### src/rtl/s_axi_write_bcast_ctrl.sv
// Broadcasts one AXI4-Lite control write from the host port to NUM_SLR per-SLR slaves and
// folds their B responses into a single host response. One write is in flight at a time.
module s_axi_write_bcast_ctrl #(
   parameter int NUM_SLR                     = 3,
   parameter int C_S_AXI_CONTROL_ADDR_WIDTH  = 9,
   parameter int C_S_AXI_CONTROL_DATA_WIDTH  = 32,
   parameter int C_S_AXI_CONTROL_WSTRB_WIDTH = C_S_AXI_CONTROL_DATA_WIDTH/8
) (
   input  logic                                           ap_clk,
   input  logic                                           ap_rst_n,
   input  logic                                           s_axi_control_AWVALID,
   output logic                                           s_axi_control_AWREADY,
   input  logic [C_S_AXI_CONTROL_ADDR_WIDTH-1:0]          s_axi_control_AWADDR,
   input  logic                                           s_axi_control_WVALID,
   output logic                                           s_axi_control_WREADY,
   input  logic [C_S_AXI_CONTROL_DATA_WIDTH-1:0]          s_axi_control_WDATA,
   input  logic [C_S_AXI_CONTROL_WSTRB_WIDTH-1:0]         s_axi_control_WSTRB,
   output logic                                           s_axi_control_BVALID,
   input  logic                                           s_axi_control_BREADY,
   output logic [1:0]                                     s_axi_control_BRESP,
   output logic [NUM_SLR-1:0]                             m_awvalid,
   input  logic [NUM_SLR-1:0]                             m_awready,
   output logic [NUM_SLR*C_S_AXI_CONTROL_ADDR_WIDTH-1:0]  m_awaddr,
   output logic [NUM_SLR-1:0]                             m_wvalid,
   input  logic [NUM_SLR-1:0]                             m_wready,
   output logic [NUM_SLR*C_S_AXI_CONTROL_DATA_WIDTH-1:0]  m_wdata,
   output logic [NUM_SLR*C_S_AXI_CONTROL_WSTRB_WIDTH-1:0] m_wstrb,
   input  logic [NUM_SLR-1:0]                             m_bvalid,
   output logic [NUM_SLR-1:0]                             m_bready,
   input  logic [NUM_SLR*2-1:0]                           m_bresp,
   output logic                                           busy
);
   localparam int AW = C_S_AXI_CONTROL_ADDR_WIDTH;
   localparam int DW = C_S_AXI_CONTROL_DATA_WIDTH;
   localparam int SW = C_S_AXI_CONTROL_WSTRB_WIDTH;

   // Handshakes (host and per-slave): a beat transfers on the rising edge where valid and
   // ready are both high; valids are driven from registers only and never wait on ready.
   typedef enum logic [1:0] {IDLE = 2'd0, FORK = 2'd1, WAIT_B = 2'd2, RESP = 2'd3} state_t;

   state_t             state_q, state_d;
   logic               aw_held_q, aw_held_d;
   logic               w_held_q, w_held_d;
   logic               awready_q, awready_d;
   logic               wready_q, wready_d;
   logic [AW-1:0]      addr_q, addr_d;
   logic [DW-1:0]      data_q, data_d;
   logic [SW-1:0]      strb_q, strb_d;
   logic [NUM_SLR-1:0] aw_done_q, aw_done_d;
   logic [NUM_SLR-1:0] w_done_q, w_done_d;
   logic [NUM_SLR-1:0] b_done_q, b_done_d;
   logic [1:0]         bresp_q, bresp_d;

   // EXOKAY folds to OKAY so the numeric max gives DECERR > SLVERR > OKAY.
   function automatic logic [1:0] merge_resp(input logic [1:0] acc, input logic [1:0] r);
      logic [1:0] m;
      m = (r == 2'b01) ? 2'b00 : r;
      return (m > acc) ? m : acc;
   endfunction

   always_comb begin
      state_d   = state_q;
      aw_held_d = aw_held_q;
      w_held_d  = w_held_q;
      addr_d    = addr_q;
      data_d    = data_q;
      strb_d    = strb_q;
      bresp_d   = bresp_q;
      m_awvalid = '0;
      m_wvalid  = '0;
      m_bready  = '0;

      case (state_q)
         IDLE: begin
            if (s_axi_control_AWVALID && awready_q) begin
               aw_held_d = 1'b1;
               addr_d    = s_axi_control_AWADDR;
            end
            if (s_axi_control_WVALID && wready_q) begin
               w_held_d = 1'b1;
               data_d   = s_axi_control_WDATA;
               strb_d   = s_axi_control_WSTRB;
            end
            if (aw_held_q && w_held_q) state_d = FORK;
         end
         FORK: begin
            m_awvalid = ~aw_done_q;
            m_wvalid  = ~w_done_q;
            m_bready  = w_done_q & ~b_done_q;
         end
         WAIT_B:  m_bready = ~b_done_q;
         default: ;
      endcase

      aw_done_d = aw_done_q | (m_awvalid & m_awready);
      w_done_d  = w_done_q | (m_wvalid & m_wready);
      b_done_d  = b_done_q | (m_bvalid & m_bready);
      for (int i = 0; i < NUM_SLR; i++) begin
         if (m_bvalid[i] && m_bready[i]) bresp_d = merge_resp(bresp_d, m_bresp[2*i +: 2]);
      end

      case (state_q)
         FORK: begin
            if ((&aw_done_d) && (&w_done_d)) state_d = (&b_done_d) ? RESP : WAIT_B;
         end
         WAIT_B: begin
            if (&b_done_d) state_d = RESP;
         end
         RESP: begin
            if (s_axi_control_BREADY) begin
               state_d   = IDLE;
               aw_held_d = 1'b0;
               w_held_d  = 1'b0;
               aw_done_d = '0;
               w_done_d  = '0;
               b_done_d  = '0;
               bresp_d   = 2'b00;
            end
         end
         default: ;
      endcase

      awready_d = (state_d == IDLE) && !aw_held_d;
      wready_d  = (state_d == IDLE) && !w_held_d;
   end

   always_ff @(posedge ap_clk or negedge ap_rst_n) begin
      if (!ap_rst_n) begin
         state_q   <= IDLE;
         aw_held_q <= 1'b0;
         w_held_q  <= 1'b0;
         awready_q <= 1'b0;
         wready_q  <= 1'b0;
         addr_q    <= '0;
         data_q    <= '0;
         strb_q    <= '0;
         aw_done_q <= '0;
         w_done_q  <= '0;
         b_done_q  <= '0;
         bresp_q   <= 2'b00;
      end else begin
         state_q   <= state_d;
         aw_held_q <= aw_held_d;
         w_held_q  <= w_held_d;
         awready_q <= awready_d;
         wready_q  <= wready_d;
         addr_q    <= addr_d;
         data_q    <= data_d;
         strb_q    <= strb_d;
         aw_done_q <= aw_done_d;
         w_done_q  <= w_done_d;
         b_done_q  <= b_done_d;
         bresp_q   <= bresp_d;
      end
   end

   assign s_axi_control_AWREADY = awready_q;
   assign s_axi_control_WREADY  = wready_q;
   assign s_axi_control_BVALID  = (state_q == RESP);
   assign s_axi_control_BRESP   = bresp_q;
   assign m_awaddr              = {NUM_SLR{addr_q}};
   assign m_wdata               = {NUM_SLR{data_q}};
   assign m_wstrb               = {NUM_SLR{strb_q}};
   assign busy                  = (state_q != IDLE);

endmodule

### config.mk
export PLATFORM = sky130hd
export DESIGN_NAME = s_axi_write_bcast_ctrl
export DESIGN_NICKNAME = d
export VERILOG_FILES = /design/src/rtl/s_axi_write_bcast_ctrl.sv
export SDC_FILE = /design/constraint.sdc
export NUM_CORES = 1
export LEC_CHECK = 0
export ABC_AREA = 1
export BUFFER_PORTS_ARGS = -buffer_cell sky130_fd_sc_hd__buf_2
export CAP_MARGIN = 20
export CORE_MARGIN = 2
export CORE_UTILIZATION = 44
export DETAILED_ROUTE_END_ITERATION = 16
export GPL_TIMING_DRIVEN = 0
export PLACE_DENSITY = 0.81
export SKIP_LAST_GASP = 1
export SLEW_MARGIN = 5
export SYNTH_ARGS = -nofsm -noshare
export SYNTH_HDL_FRONTEND = slang
export SYNTH_SLANG_ARGS = --single-unit
export TNS_END_PERCENT = 20
### constraint.sdc
create_clock -name ap_clk -period 3.65 [get_ports ap_clk]
set_clock_uncertainty 0.2 [all_clocks]
set_input_delay 0.73 -clock ap_clk [delete_from_list [all_inputs] [get_ports ap_clk]]
set_output_delay 0.73 -clock ap_clk [all_outputs]
set_load 0.01 [all_outputs]
==> metrics, run 1 <==
max capacitance violation total 0; Synthesis Warnings 0; number of diodes 0; Tightest Pin Transition 0.780 ns; commonest non-fill, non-tap cell in the layout sky130_fd_sc_hd__buf_2; cell count after placement 682; H-tree depth 3; die width 94.2 um; Initial Util 45.8%; GRT Util Overall 19.3%; relative area change from synthesis to final layout 37.9%; count of endpoints failing setup in the final report 0; commonest cells after routing, fill and taps aside sky130_fd_sc_hd__buf_2, sky130_fd_sc_hd__buf_4, sky130_fd_sc_hd__dfrtp_1; maximum number of pins on one net before global-route repair 63; CP max FO 5; antenna viol nets, final 0; CTS Hold Buffers Added 0; postcts setup bufs 0; Die Area 8870 um2; fraction of post-synthesis cell area in the top cell type by area 43.4%; Distinct cells, synth 24; total number of vias 3016; run status complete, no violations; crit path time final 3.26 ns; Overflow after GRT 0; number of nets in the final layout 670; Crit Path Class flop to flop; power per cell area 951 nW/um2; Critical Path RT 3.66 ns; switch share 39.7%; biggest area contributors in the synthesized netlist sky130_fd_sc_hd__dfrtp_1, sky130_fd_sc_hd__buf_4, sky130_fd_sc_hd__mux2_2; count of instances resized after the clock tree is built 0; count of input and output buffers 214; DR WL/cell 12.5 um; kind of start point of the critical path flop; Peak Freq 0.306 GHz; number of hold violations in the final report 0; post-DP HPWL 7280 um; Top-Level Pins 215; post-route worst hold slack 0.273 ns; share of final-layout standard cells stronger than drive strength 1 62.5%; insertion delay of the later-clocked pin in the worst-skew pair 0.32 ns; global placer's final weighted congestion 0.829; Internal 2.83 mW; post-layout instance count excluding filler cells 696; root buffer selected by CTS sky130_fd_sc_hd__clkbuf_8; max-slew violation count 0; number of placement rows 32; sink count of the clock tree 62; via count of the first global-routing pass 2846; critical path arrival 3.27 ns; wire length reported by the detailed router 8720 um; drt first pass iters 4; part of the total power dissipated in sequential elements 28.7%; worst vdd ir 0.353 mV; worst slew margin relative to its limit 48.0%; fraction of power consumed by the clock network 10.4%; fraction of the cycle the final worst path needs 89.4%; fraction of the yosys area taken by sequential cells 43.4%; Leakage 2.96 nW; Worst Setup Slack post-DPL 0.140 ns; Synth Net Count 445; cell area after synthesis 3580 um2; Reg2Reg Depth 23; Max Root-Sink Buffers 2; clock buffers created by TritonCTS 9; CTS tree done; global-route wire length before repair 13300 um; worst path setup slack after routing 0.387 ns; DR iter-0 viols 41; final sum of negative setup slack 0 ns; antenna violations before repair 0; core region area 7810 um2; cell type with the largest total area after synthesis sky130_fd_sc_hd__dfrtp_1; min-delay worst type input pin to async pin; post-synthesis sequential element count 62; switching power 1.86 mW; average cell area after synthesis 9.77 um2; Post-Synthesis Cells 366; end-of-flow core utilization 63.2%; die height 94.2 um; unrepaired setup endpoints after global routing false; number of DRC violations after detailed routing 0; combinational share of power 60.9%; clock edge transition at the registers on the reported setup and hold paths 0.07 ns; Critical Path End Type flop; Via density 4.33
Yosys cell counts:
| cell | instances |
|---|---|
| sky130_fd_sc_hd__ha_1 | 14 |
| sky130_fd_sc_hd__nand2_2 | 4 |
| sky130_fd_sc_hd__nor2_2 | 1 |
| sky130_fd_sc_hd__dfrtp_1 | 62 |
| sky130_fd_sc_hd__inv_1 | 39 |
| sky130_fd_sc_hd__nand3_1 | 10 |
| sky130_fd_sc_hd__mux2_2 | 41 |
| sky130_fd_sc_hd__clkbuf_1 | 3 |
| sky130_fd_sc_hd__buf_4 | 90 |
| sky130_fd_sc_hd__nor2_1 | 21 |
| sky130_fd_sc_hd__a21oi_1 | 6 |
| sky130_fd_sc_hd__o21ai_0 | 2 |
| sky130_fd_sc_hd__o211ai_1 | 1 |
| sky130_fd_sc_hd__nand3_2 | 2 |
| sky130_fd_sc_hd__nand4_1 | 1 |
| sky130_fd_sc_hd__nand2_1 | 55 |
| sky130_fd_sc_hd__buf_6 | 1 |
| sky130_fd_sc_hd__nand3b_1 | 1 |
| sky130_fd_sc_hd__nor3_2 | 2 |
| sky130_fd_sc_hd__inv_2 | 1 |
| sky130_fd_sc_hd__buf_2 | 3 |
| sky130_fd_sc_hd__mux2_1 | 4 |
| sky130_fd_sc_hd__o22ai_1 | 1 |
| sky130_fd_sc_hd__a31oi_1 | 1 |
state kept, by name, indices dropped and copies added, names as in the netlist:
signal	cells
data_q	32
addr_q	9
strb_q	4
aw_done_q	3
b_done_q	3
w_done_q	3
s_axi_control_BRESP	2
state_q	2
aw_held_q	1
s_axi_control_AWREADY	1
s_axi_control_WREADY	1
w_held_q	1
stage by stage:
stage,area (um2),power [mW]
CTS,4930,4.75
detailed placement,4780,4.26
floorplan,3580,3.17
global placement,4780,4.14
finish,4930,4.69
global route,4930,5.07
layout make-up:
class                           instances  area [um2]
Inverter                               40         150
Tap cell                              102         128
Multi-Input combinational cell        167        1160
Timing Repair Buffer                  214        1070
Clock buffer                           12         145
Sequential cell                        62        1550
Clock inverter                          2        10.0
Fill cell                             674        2870
Buffer                                 97         713
power groups by stage:
stage               Clock, mW  Sequential, mW  Combinational [mW]
floorplan                   0            1.42                1.75
global placement            0            1.33                2.81
detailed placement          0            1.36                2.89
CTS                     0.504            1.35                2.90
global route            0.531            1.40                3.13
finish                  0.490            1.35                2.86
worst paths after layout:
path                             from                endpoint  slack (ns)
max in group asynchronous    ap_rst_n  s_axi_control_BRESP[1]        2.44
min in group ap_clk         data_q[0]               data_q[0]        0.36
setup reg to reg           state_q[1]  s_axi_control_BRESP[0]        0.39
hold reg to reg             data_q[0]               data_q[0]        0.36
setup / recovery           state_q[1]  s_axi_control_BRESP[0]        0.39
hold / removal               ap_rst_n              data_q[24]        0.27
critical path, cell delays in order, from the launching register on:
cell                       delay [ns]
sky130_fd_sc_hd__dfrtp_1         0.43
sky130_fd_sc_hd__inv_1           0.09
sky130_fd_sc_hd__ha_1            0.30
sky130_fd_sc_hd__inv_1           0.06
sky130_fd_sc_hd__nor2_1          0.13
sky130_fd_sc_hd__nand2_1         0.08
sky130_fd_sc_hd__inv_2           0.08
sky130_fd_sc_hd__nand3_1         0.08
sky130_fd_sc_hd__nand2_1         0.06
sky130_fd_sc_hd__nand2_1         0.08
sky130_fd_sc_hd__ha_1            0.31
sky130_fd_sc_hd__nand2_1         0.06
sky130_fd_sc_hd__o21ai_0         0.07
sky130_fd_sc_hd__nor2_1          0.14
sky130_fd_sc_hd__inv_1           0.05
sky130_fd_sc_hd__nand2_1         0.08
sky130_fd_sc_hd__nand2_1         0.06
sky130_fd_sc_hd__ha_1            0.28
sky130_fd_sc_hd__inv_1           0.04
sky130_fd_sc_hd__o22ai_1         0.14
sky130_fd_sc_hd__nor2_1          0.07
sky130_fd_sc_hd__nand3b_1        0.15
sky130_fd_sc_hd__nand2_1         0.08
sky130_fd_sc_hd__inv_1           0.04
logic make-up (layout without fill, tap and decap cells):
kind of cell | count (synthesis) | after routing | share of synthesized area, %
adders and majority gates | 14 | 14 | 4.90
DFF | 62 | 62 | 43.4
muxes | 45 | 45 | 14.2
buffers and inverters | 137 | 365 | 24.1
AOI/OAI and AO/OA | 11 | 11 | 1.68
and+or+nand+nor | 97 | 97 | 11.8
layer usage:
layer	routed length [um]	GRT usage, %	up-vias
met5	0	0	-
met4	184	7.25	0
met3	535	4.25	12
met2	4800	37.0	108
met1	3200	20.2	1391
li1	-	-	1505
No activity file was read; power rests on OpenSTA's default activity.
==> run 2: changes to the inputs <==
--- a/config.mk
+++ b/config.mk
@@ -13,6 +13,7 @@
 export DETAILED_ROUTE_END_ITERATION = 16
 export GPL_TIMING_DRIVEN = 0
 export PLACE_DENSITY = 0.81
+export SETUP_SLACK_MARGIN = 0.5
 export SKIP_LAST_GASP = 1
 export SLEW_MARGIN = 5
 export SYNTH_ARGS = -nofsm -noshare
==> run 2 against run 1 <==
  * Setup slack better by 0.24 ns
  * Clock power about the same
  * Non-clock buffer count up 8
==> metrics, run 2 (synthesized netlist as in run 1, its figures left out) <==
run status complete, no violations; commonest non-fill, non-tap cell in the layout sky130_fd_sc_hd__buf_2; commonest cells after routing, fill and taps aside sky130_fd_sc_hd__buf_2, sky130_fd_sc_hd__buf_4, sky130_fd_sc_hd__dfrtp_1; die height 94.2 um (unchanged); final design area excluding fillers 5160 um2 (+4.6%); Die Area 8870 um2 (unchanged); antenna viol nets, final 0 (unchanged); power per cell area 951 nW/um2 (about the same); Critical Path End Type flop; worst vdd ir 0.437 mV (+24%); kind of start point of the critical path input pin; final sum of negative setup slack 0 ns (unchanged); drt first pass iters 4 (unchanged); flip-flop count of the largest register, all copies and words added 32 (unchanged); clock edge transition at the registers on the reported setup and hold paths 0.07 ns (about the same); wire length reported by the detailed router 9090 um (+4.2%); DR iter-0 viols 64 (+56%); Crit Path Class input pin to flop; global placer's final weighted congestion 0.829 (unchanged); via count of the first global-routing pass 2883 (+1.3%); crit path time final 3.02 ns (-0.243 ns); cell count after placement 682 (unchanged); max capacitance violation total 0 (unchanged); area taken by multi-input logic gates 1310 um2 (+13%); die width 94.2 um (unchanged); core region area 7810 um2 (unchanged); max-slew violation count 0 (unchanged); number of nets in the final layout 678 (+1.2%); post-layout instance count excluding filler cells 704 (+1.1%); Tightest Pin Transition 0.779 ns (-0.00103 ns); Max Root-Sink Buffers 2 (unchanged); Overflow after GRT 0 (unchanged); clock buffers created by TritonCTS 9 (unchanged); min-delay worst type input pin to async pin; total number of vias 3066 (+1.7%); count of endpoints failing setup in the final report 0 (unchanged); antenna violations before repair 0 (unchanged); DR WL/cell 12.9 um (+3.1%); H-tree depth 3 (unchanged); biggest regs data_q: 32 flops, addr_q: 9 flops, strb_q: 4 flops; Worst Setup Slack post-DPL 0.140 ns (unchanged); Reg2Reg Depth 23 (unchanged); Filler Cells Inserted 646 (-4.2%); Largest Register data_q; worst slew margin relative to its limit 48.1% (+0.069 points); Reg-to-Reg End s_axi_control_BRESP[0]; share of final-layout standard cells stronger than drive strength 1 68.3% (+5.8 points); relative area change from synthesis to final layout 44.2%; insertion delay of the later-clocked pin in the worst-skew pair 0.32 ns (about the same); count of input and output buffers 214 (unchanged); crit path from m_bresp[1]; Via density 4.36 (+0.50%); reg-to-reg setup timing slack 0.63 ns (+0.24 ns); CP max FO 3 (-2); post-DP HPWL 7280 um (unchanged); Leakage 3.01 nW (+1.6%); Peak Freq 0.331 GHz (+8.1%); sink count of the clock tree 62 (unchanged); Top-Level Pins 215 (unchanged); worst path setup slack after routing 0.631 ns (+0.243 ns); post-route total power 4.91 mW (+4.6%); fraction of the cycle the final worst path needs 82.7% (-6.7 points); number of DRC violations after detailed routing 0 (unchanged); Initial Util 45.8% (unchanged); Critical Path RT 3.66 ns (about the same); root buffer selected by CTS sky130_fd_sc_hd__clkbuf_8; Worst R2R Start state_q[0]; global-route wire length before repair 13500 um (+1.5%); GRT Util Overall 19.5% (+0.27 points); number of diodes 0 (unchanged); CP Capture Point s_axi_control_BRESP[0]; unrepaired setup endpoints after global routing false; post-route worst hold slack 0.274 ns (+0.000793 ns); instance area at placement 4780 um2 (unchanged); sequential cell area 1550 um2 (unchanged); end-of-flow core utilization 66.1% (+2.9 points); number of placement rows 32 (unchanged); number of hold violations in the final report 0 (unchanged); maximum number of pins on one net before global-route repair 63 (unchanged); CTS tree done; critical path arrival 3.03 ns (-0.24 ns)
[run 2: worst min-delay path by stage]
stage	from	endpoint	slack, ns	cells after the start
final	ap_rst_n	data_q[19]	0.27	1
after global routing	ap_rst_n	data_q[24]	0.34	1
after CTS	ap_rst_n	data_q[23]	0.31	1
after detailed placement	addr_q[2]	addr_q[2]	0.35	1
after global placement	b_done_q[0]	b_done_q[0]	0.33	2
after floorplan	ap_rst_n	addr_q[0]	0.23	0
[run 2: timing repair]
item,in CTS,in global routing
endpoints found under the setup margin,1,1
buffers inserted,2,6
pin swaps,4,18
hold buffers,0,0
resized for setup,3,38
[run 2: final cells by class]
type                            instances  share of cell area (%)
Buffer                                 97                    13.8
Multi-Input combinational cell        167                    25.5
Inverter                               40                    3.01
Clock inverter                          2                   0.194
Clock buffer                           12                    2.81
Timing Repair Buffer                  222                    22.2
Sequential cell                        62                    30.1
Tap cell                              102                    2.47
[run 2: worst max-delay path, cell delays in order]
cell and delay, ns:
sky130_fd_sc_hd__buf_6 0.11, sky130_fd_sc_hd__inv_4 0.05, sky130_fd_sc_hd__ha_4 0.19, sky130_fd_sc_hd__nor2_2 0.08
sky130_fd_sc_hd__nor2_1 0.04, sky130_fd_sc_hd__nor2_1 0.14, sky130_fd_sc_hd__nand3_2 0.10, sky130_fd_sc_hd__nand2_2 0.06
sky130_fd_sc_hd__nand2_2 0.08, sky130_fd_sc_hd__ha_4 0.24, sky130_fd_sc_hd__nand2_2 0.04, sky130_fd_sc_hd__o21ai_1 0.05
sky130_fd_sc_hd__nor2_1 0.13, sky130_fd_sc_hd__inv_1 0.07, sky130_fd_sc_hd__nand2_2 0.07, sky130_fd_sc_hd__nand2_2 0.06
sky130_fd_sc_hd__ha_4 0.27, sky130_fd_sc_hd__inv_2 0.03, sky130_fd_sc_hd__o22ai_2 0.14, sky130_fd_sc_hd__nor2_1 0.07
sky130_fd_sc_hd__nand3b_1 0.15, sky130_fd_sc_hd__nand2_1 0.08, sky130_fd_sc_hd__inv_1 0.04
[run 2: layer usage]
metal	global-route usage (%)	wire length [um]	vias up
met5	0	0	-
met4	7.25	199	0
met3	4.25	557	13
met2	37.6	5010	115
met1	20.5	3320	1419
li1	-	-	1519
[run 2: power breakdown]
part           internal (mW)  total [mW]  switching, mW
Combinational           1.66        3.07           1.40
Clock                  0.256       0.492          0.236
Sequential              1.03        1.35          0.319
